===== src/rtl/cascaded_pulse_seq.sv =====
`timescale 1ns/1ps
// cascaded_pulse_seq: NUM_CH programmable pulse-train channels, each triggered by ext_trig or by the rising edge of the previous channel.
// Latency: trigger sampled at edge T -> busy from T+1, first pulse at T+1+start; each cascade hop adds one cycle.
// Backpressure: none; triggers while busy are dropped, abort or enable-low returns a channel to idle next cycle.
//
// Ports: clk_500m / reset (synchronous, active-high); ext_trig and abort are shared by all channels;
// ch_enable / ch_src / ch_continuous and the flattened ch_nums / ch_start / ch_period / ch_duty
// carry per-channel config; ch_out / ch_busy / ch_done / ch_cfg_err report per-channel status.
module cascaded_pulse_seq #(
    parameter int NUM_CH = 4,
    parameter int CNT_W  = 8,
    parameter int TIME_W = 32,
    parameter int DUTY_W = 16
) (
    input  logic                     clk_500m,
    input  logic                     reset,
    input  logic                     ext_trig,
    input  logic                     abort,
    input  logic [NUM_CH-1:0]        ch_enable,
    input  logic [NUM_CH-1:0]        ch_src,
    input  logic [NUM_CH-1:0]        ch_continuous,
    input  logic [NUM_CH*CNT_W-1:0]  ch_nums,
    input  logic [NUM_CH*TIME_W-1:0] ch_start,
    input  logic [NUM_CH*TIME_W-1:0] ch_period,
    input  logic [NUM_CH*DUTY_W-1:0] ch_duty,
    output logic [NUM_CH-1:0]        ch_out,
    output logic [NUM_CH-1:0]        ch_busy,
    output logic [NUM_CH-1:0]        ch_done,
    output logic [NUM_CH-1:0]        ch_cfg_err
);

    typedef enum logic [1:0] {
        ST_IDLE  = 2'd0,
        ST_DELAY = 2'd1,
        ST_RUN   = 2'd2
    } state_t;

    // Channel 0 always listens to ext_trig, so its source select is a don't-care.
    logic unused_src0;
    assign unused_src0 = ch_src[0];

    for (genvar gi = 0; gi < NUM_CH; gi++) begin : g_ch
        // Trigger source and edge detect.
        logic src;
        logic trig_edge;
        if (gi == 0) begin : g_src0
            assign src = ext_trig;
        end else begin : g_srcn
            assign src = ch_src[gi] ? ch_out[gi-1] : ext_trig;
        end

        // Live configuration for this channel; duty is widened so it compares against phase directly.
        logic [CNT_W-1:0]  cfg_nums;
        logic [TIME_W-1:0] cfg_start;
        logic [TIME_W-1:0] cfg_period;
        logic [TIME_W-1:0] cfg_duty;
        logic              cfg_bad;

        assign cfg_nums   = ch_nums[gi*CNT_W +: CNT_W];
        assign cfg_start  = ch_start[gi*TIME_W +: TIME_W];
        assign cfg_period = ch_period[gi*TIME_W +: TIME_W];
        assign cfg_duty   = TIME_W'(ch_duty[gi*DUTY_W +: DUTY_W]);
        assign cfg_bad    = (cfg_period == '0) || (cfg_nums == '0) || (cfg_duty > cfg_period);

        state_t            state_q, state_d;
        logic [TIME_W-1:0] dly_q, dly_d;
        logic [TIME_W-1:0] phase_q, phase_d;
        logic [CNT_W-1:0]  pulse_q, pulse_d;
        logic [TIME_W-1:0] start_q, start_d;
        logic [TIME_W-1:0] period_q, period_d;
        logic [TIME_W-1:0] duty_q, duty_d;
        logic [CNT_W-1:0]  nums_q, nums_d;
        logic              cont_q, cont_d;
        logic              out_q, out_d;
        logic              done_q, done_d;
        logic              err_q, err_d;
        logic              src_prev_q, src_prev_d;

        assign trig_edge = src & ~src_prev_q;

        always_comb begin
            state_d    = state_q;
            dly_d      = dly_q;
            phase_d    = phase_q;
            pulse_d    = pulse_q;
            start_d    = start_q;
            period_d   = period_q;
            duty_d     = duty_q;
            nums_d     = nums_q;
            cont_d     = cont_q;
            err_d      = err_q;
            done_d     = 1'b0;
            src_prev_d = src;

            if (abort || ((state_q != ST_IDLE) && !ch_enable[gi])) begin
                // Abort wins over a simultaneous trigger; no done, error flag untouched.
                state_d = ST_IDLE;
                dly_d   = '0;
                phase_d = '0;
                pulse_d = '0;
            end else begin
                case (state_q)
                    ST_IDLE: begin
                        if (trig_edge && ch_enable[gi]) begin
                            if (cfg_bad) begin
                                err_d = 1'b1;
                            end else begin
                                err_d    = 1'b0;
                                start_d  = cfg_start;
                                period_d = cfg_period;
                                duty_d   = cfg_duty;
                                nums_d   = cfg_nums;
                                cont_d   = ch_continuous[gi];
                                dly_d    = '0;
                                phase_d  = '0;
                                pulse_d  = '0;
                                // Zero start delay skips DELAY so the first pulse lands at T+1.
                                state_d  = (cfg_start == '0) ? ST_RUN : ST_DELAY;
                            end
                        end
                    end
                    ST_DELAY: begin
                        // DELAY occupies exactly start_q cycles (T+1 .. T+start).
                        if (dly_q == start_q - TIME_W'(1)) begin
                            state_d = ST_RUN;
                            dly_d   = '0;
                            phase_d = '0;
                            pulse_d = '0;
                        end else begin
                            dly_d = dly_q + TIME_W'(1);
                        end
                    end
                    ST_RUN: begin
                        if (phase_q == period_q - TIME_W'(1)) begin
                            phase_d = '0;
                            if (pulse_q == nums_q - CNT_W'(1)) begin
                                pulse_d = '0;
                                if (!cont_q) begin
                                    state_d = ST_IDLE;
                                    done_d  = 1'b1;
                                end
                            end else begin
                                pulse_d = pulse_q + CNT_W'(1);
                            end
                        end else begin
                            phase_d = phase_q + TIME_W'(1);
                        end
                    end
                    default: begin
                        state_d = ST_IDLE;
                    end
                endcase
            end

            // Output is registered from next-state values so it lines up with the RUN phase it describes.
            out_d = (state_d == ST_RUN) && (phase_d < duty_d);
        end

        always_ff @(posedge clk_500m) begin
            if (reset) begin
                state_q    <= ST_IDLE;
                dly_q      <= '0;
                phase_q    <= '0;
                pulse_q    <= '0;
                start_q    <= '0;
                period_q   <= '0;
                duty_q     <= '0;
                nums_q     <= '0;
                cont_q     <= 1'b0;
                out_q      <= 1'b0;
                done_q     <= 1'b0;
                err_q      <= 1'b0;
                // Track the source during reset so a level already high at release is not an edge.
                src_prev_q <= src;
            end else begin
                state_q    <= state_d;
                dly_q      <= dly_d;
                phase_q    <= phase_d;
                pulse_q    <= pulse_d;
                start_q    <= start_d;
                period_q   <= period_d;
                duty_q     <= duty_d;
                nums_q     <= nums_d;
                cont_q     <= cont_d;
                out_q      <= out_d;
                done_q     <= done_d;
                err_q      <= err_d;
                src_prev_q <= src_prev_d;
            end
        end

        assign ch_out[gi]     = out_q;
        assign ch_busy[gi]    = (state_q != ST_IDLE);
        assign ch_done[gi]    = done_q;
        assign ch_cfg_err[gi] = err_q;
    end

endmodule

===== config.mk =====
export PLATFORM = sky130hd
export DESIGN_NAME = cascaded_pulse_seq
export DESIGN_NICKNAME = d
export VERILOG_FILES = /design/src/rtl/cascaded_pulse_seq.sv
export SDC_FILE = /design/constraint.sdc
export NUM_CORES = 2
export LEC_CHECK = 0
export ABC_CLOCK_PERIOD_IN_PS = 7000
export CAP_MARGIN = 10
export CORE_AREA = 2 2 291 293
export DETAILED_ROUTE_END_ITERATION = 7
export DIE_AREA = 0 0 293 295
export PLACE_DENSITY = 0.76
export SYNTH_ARGS = -nofsm -noshare
export SYNTH_HDL_FRONTEND = slang
export SYNTH_SLANG_ARGS = --single-unit
export TNS_END_PERCENT = 100

===== constraint.sdc =====
create_clock -name clk_500m -period 7 [get_ports clk_500m]
set_input_delay 1.05 -clock clk_500m [delete_from_list [all_inputs] [get_ports clk_500m]]
set_output_delay 1.05 -clock clk_500m [all_outputs]
set_load 0.01 [all_outputs]

Word level (Yosys, flattened, before mapping) --
Cells that the tools add are included.
Operators by class: bitwise operators 28, muxes and demuxes 127, equality and inequality tests 40, $add $sub $neg 24, order comparisons 8, reduce and logical (&&, ||, !) cells 80
Operators by type and width (number):
- 32-bit 2-to-1 mux | 48
- 32-bit one-hot mux with 3 select lines | 4
- 32-bit by 1-bit adder with 32-bit output (second input constant) | 8
- 32-bit == test | 8
- 32-bit logical NOT | 8
- 32-bit one-hot mux with 2 select lines | 4
- 32-bit by 1-bit subtractor with 32-bit output (second input constant) | 8
- 8-bit 2-to-1 mux | 20
- 16-bit by 32-bit > comparator with 1-bit output | 4
- 32-bit < comparator | 4
- 8-bit one-hot mux with 3 select lines | 4
- 2-bit 2-to-1 mux | 32
- 8-bit by 1-bit adder with 8-bit output (second input constant) | 4
- 8-bit == test | 4
- 8-bit logical NOT | 4
- 2-bit != test (second input constant) | 16
- 8-bit by 1-bit subtractor with 8-bit output (second input constant) | 4
- 1-bit NOT | 24
- 2-bit one-hot mux with 3 select lines | 4
- 3-bit AND reduction | 8
- 5-bit AND reduction | 4
- 5-bit OR reduction | 4
- 2-bit == test (second input constant) | 8
- 4-bit AND reduction | 4
- 10 further kinds | 67
Word-level totals: bits in registers 732, bits of input ports 368, word-level logic and storage cells 359, output and inout port bits 16

Logic depth before layout (Yosys ltp) --
depth in word-level cells 9, gate-level depth with buffers 27, gate-level depth less buffers 23

Worst setup path before layout --
Ideal clock, no wire load.
path kind reg2reg, start reg g_ch[3].period_q[4], end reg g_ch[3].out_q, cell stages (with the launch flop) 24, slack 1.243 ns, buffers on the path 4, library setup time 0.121 ns, data required time 6.879 ns, period minus slack after synthesis 5.757 ns, arrival 5.636 ns, cell sequence dfxtp_1 -> clkbuf_1 -> or4_1 -> or3_1 -> clkbuf_1 -> nor4_1 -> xnor2_1 -> nand4_1 -> nor4_1 -> a21o_1 -> clkbuf_1 -> clkbuf_1 -> a21oi_1 -> a21oi_1 -> nor2_1 -> ha_1 -> nand4_1 -> or3_1 -> nor3_1 -> nand2_1 -> or3_1 -> or3_1 -> a31oi_1 -> nor3b_1
On the way: word-level cells in the longest chain between the ends 7, elaborated cells between the ends (all ways) 11, classes of those cells add/sub: 1; order compare: 1; eq/ne: 2; mux: 6; reduce/logical: 1
Ends and longest elaborated chain:
- start, declared | line 70 | logic [TIME_W-1:0] period_q, period_d;
- start signal, assigned | line 181 | period_q <= period_d;
- 32-bit by 1-bit subtractor with 32-bit output | line 134 | if (phase_q == period_q - TIME_W'(1)) begin
- 32-bit == test | line 134
- 32-bit 2-to-1 mux | line 134
- 32-bit one-hot mux with 3 select lines | line 102 | case (state_q)
- 32-bit 2-to-1 mux | line 95 | if (abort || ((state_q != ST_IDLE) && !ch_enable[gi])) begin
- via g_ch[3].phase_d[25] | line 67 | logic [TIME_W-1:0] phase_q, phase_d;
- 32-bit < comparator | line 156 | out_d = (state_d == ST_RUN) && (phase_d < duty_d);
- 1-bit logical AND | line 156
- end signal, assigned | line 185 | out_q <= out_d;
- end, declared | line 74 | logic out_q, out_d;
The timed path passes the listed nets, and every way through them passes these cells. A chain may end at the register's enable or synchronous reset.

Final worst setup path --
start reg g_ch[2].start_q[2], end reg g_ch[2].out_q
On the way: word-level cells in the longest chain between the ends 7, elaborated cells between the ends (all ways) 11, classes of those cells add/sub: 1; order compare: 1; eq/ne: 2; mux: 6; reduce/logical: 1
Ends and longest elaborated chain:
- start, declared | line 69 | logic [TIME_W-1:0] start_q, start_d;
- start signal, assigned | line 180 | start_q <= start_d;
- 32-bit by 1-bit subtractor with 32-bit output | line 124 | if (dly_q == start_q - TIME_W'(1)) begin
- 32-bit == test | line 124
- 32-bit 2-to-1 mux | line 124
- 32-bit one-hot mux with 3 select lines | line 102
- 32-bit 2-to-1 mux | line 95
- via g_ch[2].phase_d[9] | line 67
- 32-bit < comparator | line 156
- 1-bit logical AND | line 156
- end signal, assigned | line 185
- end, declared | line 74
The timed path passes the listed nets, and every way through them passes these cells.

==> summary.txt <==
Setup path
  • Nature of the critical path startpoint: flop
  • CP max FO: 16
  • Crit Path Category: reg2reg
  • Worst Setup End Kind: flop
  • Critical path arrival: 6980 ps
  • Req. time, crit path: 7530 ps

Global routing
  • Vias in the first global route: 41,100
  • Initial antenna violation count: 7
  • Total track usage: 29.1%
  • Largest net degree at the start of global routing: 88
  • First-pass GRT wire length: 209 mm
  • GR Overflow Total: 0

Yosys
  • Syn Inst Count: 6,024
  • Syn_nets: 6,604
  • Post-synth ARST share: 0%
  • Yosys cell types: 87
  • Yosys warning count: 0
  • Sequential share of the synthesized area: 32.2%
  • Area leader, netlist: dfxtp_1
  • Seq cells post-synth: 732
  • Yosys top cell area share: 32.2%
  • Ys flop type: dfxtp_1
  • Post-Syn Area per Cell: 7.56 um2
  • EDFF count, synth: 0
  • Mapped Area: 45,500 um2
  • Largest cells by area after synthesis: dfxtp_1 32%, nand2_1 7.9%, a21oi_1 6.0%

CTS
  • Worst-path clk slew: 60 ps
  • CTS Hold Bufs: 0
  • CTS max path bufs: 3
  • # Post-CTS Setup Buffers: 0
  • CTS Buf Count: 81
  • CTS tree: built
  • Clock Latency Late Sink: 630 ps
  • CTS resizes: 0
  • Clock Tree Root: clkbuf_16
  • CTS Sinks: 732
  • Htree depth: 3

Die
  • Row count: 106
  • Die height: 295 um
  • I/O pin total: 384
  • Die Footprint: 86,400 um2
  • Die Span X: 293 um
  • Initial core utilization: 54.8%
  • Core ar.: 83,200 um2

Timing
  • Worst Skew: 18.3 ps
  • RSZ-0062 raised after global routing: false
  • Slew Limit Fails: 0
  • Final Hold Viols: 0
  • Final period utilization: 92.2%
  • Setup TNS Final: 0 ps
  • Relative slew slack: 26.9%
  • Slew @ Worst Pin: 1070 ps
  • Fmax achieved: 155 MHz
  • # setup viols final: 0
  • Final min period: 6450 ps

Flow run
  • Max_cap viols: 0

Routing
  • M1 wire length: 57.7 mm
  • Remaining DRCs: 0
  • Number of DRC markers in iteration 0: 3,008
  • Routed WL: 130 mm
  • Routed Antenna Nets: 0
  • Drt wl/cell: 17.6 um
  • DR vias: 43,800
  • DR pass1 iterations: 6
  • Met3 wire length: 7.73 mm
  • DR top layer: met5
  • Met2 routed WL: 60.4 mm
  • Vias per cell: 5.94

Power
  • Leak Pwr: 20.0 nW
  • PwrDens: 193 nW/um2
  • Overall power: 10.2 mW
  • Max VDD drop: 0.000218 V

Outcome
  • Status: completed

Layout
  • Fin nets: 6,800
  • Layout Area Growth over Synthesis: 16.0%
  • Non-Filler Instances: 7,365
  • Share of post-route cells with drive strength above 1: 4.97%
  • Fillers: 7,398

Hold path
  • Hold Path Class: reg2reg

Place
  • Placed cells: 7,216
  • PortBufs: 382
  • Placer Congestion: 0.916
  • HPWL after DPL: 98.0 mm
cell families after synthesis:
group	count (synthesis)	share of synthesized area [%]
AO/OA/AOI/OAI	1154	15.8
flip-flops	732	32.2
multiplexers	107	2.38
XOR/XNOR	491	9.44
AND/OR/NAND/NOR	2807	30.0
buffers and inverters	521	4.42
adder cells (fa/ha/maj)	212	5.82
final cells by class:
| type | count | area (um2) | share of cell area (%) |
|---|---|---|---|
| timing repair buffer | 462 | 4460 | 8.44 |
| antenna | 7 | 17.5 | 0.0331 |
| inverter | 172 | 646 | 1.22 |
| tap | 1080 | 1350 | 2.56 |
| multi-input combinational | 4771 | 29000 | 54.8 |
| clock inverter | 33 | 445 | 0.843 |
| clock buffer | 108 | 2310 | 4.37 |
| sequential | 732 | 14700 | 27.7 |
worst max-delay path, cell delays in order, from the launching register on:
cell,delay [ps]
dfxtp_1,390
or4_1,700
nor3_1,530
nand3b_1,230
or3_1,370
xnor2_1,130
nor4b_1,540
a41oi_1,320
or2_2,560
a221oi_1,470
nor2_1,90
ha_1,320
a21o_1,160
a21o_1,170
a21o_1,170
a21oi_1,140
nor2b_1,50
o21ai_0,170
nand2b_1,70
a21oi_1,290
o221ai_1,230
a211oi_1,260
cells in the mapped netlist (8+ instances only):
cell and instances:
buf_1 16, or3b_2 11, nor4b_1 20, and4_1 30, or3_1 65, xor2_1 207
nand3_1 176, a311oi_1 57, a2111oi_0 11, nand2_1 957, dfxtp_1 732, or2_2 42
o21a_1 22, and2_1 91, o2111ai_1 10, nand4b_1 12, a31o_2 8, o22ai_1 16
nand3b_1 12, a21oi_1 542, nor2b_1 49, a21o_1 73, a31oi_1 33, a41oi_1 11
or4_1 60, nor4_1 173, a211o_1 19, inv_1 172, ha_1 212, mux2_2 12
nor3_1 186, xnor2_1 284, o21ai_0 142, nand4_1 137, a22oi_1 18, and3_1 80
nor2_1 586, clkbuf_1 313, buf_4 12, nor3b_1 32, mux2i_1 95, a211oi_1 38
nand2b_1 64, o31ai_1 30, o211ai_1 26
routing by layer:
metal  vias up  GRT usage, %
met5         -             0
li1      21700             -
met1     20600          38.5
met3       206          3.74
met4         6          9.18
met2      1237          49.3
stage by stage:
| step | area [um2] | setup slack (ps) | hold WS, ps | utilization, % |
|---|---|---|---|---|
| final | 52900 | 546 | 443 | 63.6 |
| after global routing | 52800 | 86.0 | 470 | 63.5 |
| after CTS | 52800 | 653 | 445 | 63.5 |
| after detailed placement | 50100 | 442 | 436 | 60.2 |
| after global placement | 50100 | 574 | 433 | 60.2 |
| after floorplan | 45500 | 1240 | 422 | - |
report_power, final:
part	internal, mW	switching [mW]
Combinational	0.665	0.819
Clock	2.68	1.76
Sequential	4.22	0.0741
sequential cells by signal, indices dropped and copies added, names as in the netlist:
register	cells
g_ch.cont_q	4
g_ch.dly_q	128
g_ch.done_q	4
g_ch.duty_q	128
g_ch.err_q	4
g_ch.nums_q	32
g_ch.out_q	4
g_ch.period_q	128
g_ch.phase_q	128
g_ch.pulse_q	32
g_ch.src_prev_q	4
g_ch.start_q	128
g_ch.state_q	8
placed cells by master (no fill, tap or decap), drive strengths merged, types with 33 or more instances in the layout:
| master | Yosys | layout |
|---|---|---|
| clkbuf | 314 | 108 |
| nand3 | 177 | 177 |
| nor3 | 186 | 186 |
| clkdlybuf4s50 | 0 | 381 |
| buf | 34 | 81 |
| xnor2 | 284 | 284 |
| or2 | 42 | 42 |
| nor2b | 49 | 49 |
| o21ai | 144 | 144 |
| a31oi | 33 | 33 |
| a21o | 73 | 73 |
| ha | 212 | 212 |
| nor4 | 173 | 173 |
| mux2i | 95 | 95 |
| or4 | 61 | 61 |
| inv | 172 | 175 |
| or3 | 65 | 65 |
| nand4 | 138 | 138 |
| a211oi | 38 | 38 |
| and2 | 92 | 92 |
| a21oi | 542 | 542 |
| nand2b | 64 | 64 |
| nor2 | 587 | 587 |
| nand2 | 957 | 957 |
| a311oi | 57 | 57 |
| and3 | 80 | 80 |
| dfxtp | 732 | 732 |
| xor2 | 207 | 207 |
final timing paths:
check                             startpoint                             to  slack (ps)  cells after the start
max          g_ch[2].start_q[2]$_SDFFE_PP0P_       g_ch[2].out_q$_SDFF_PP0_         550                     21
min reg2reg    g_ch[0].duty_q[26]$_SDFF_PP0_  g_ch[0].duty_q[26]$_SDFF_PP0_         440                      2
min            g_ch[0].duty_q[26]$_SDFF_PP0_  g_ch[0].duty_q[26]$_SDFF_PP0_         440                      2
max reg2reg  g_ch[2].start_q[2]$_SDFFE_PP0P_       g_ch[2].out_q$_SDFF_PP0_         550                     21
Power figures use the tool's default switching activity.
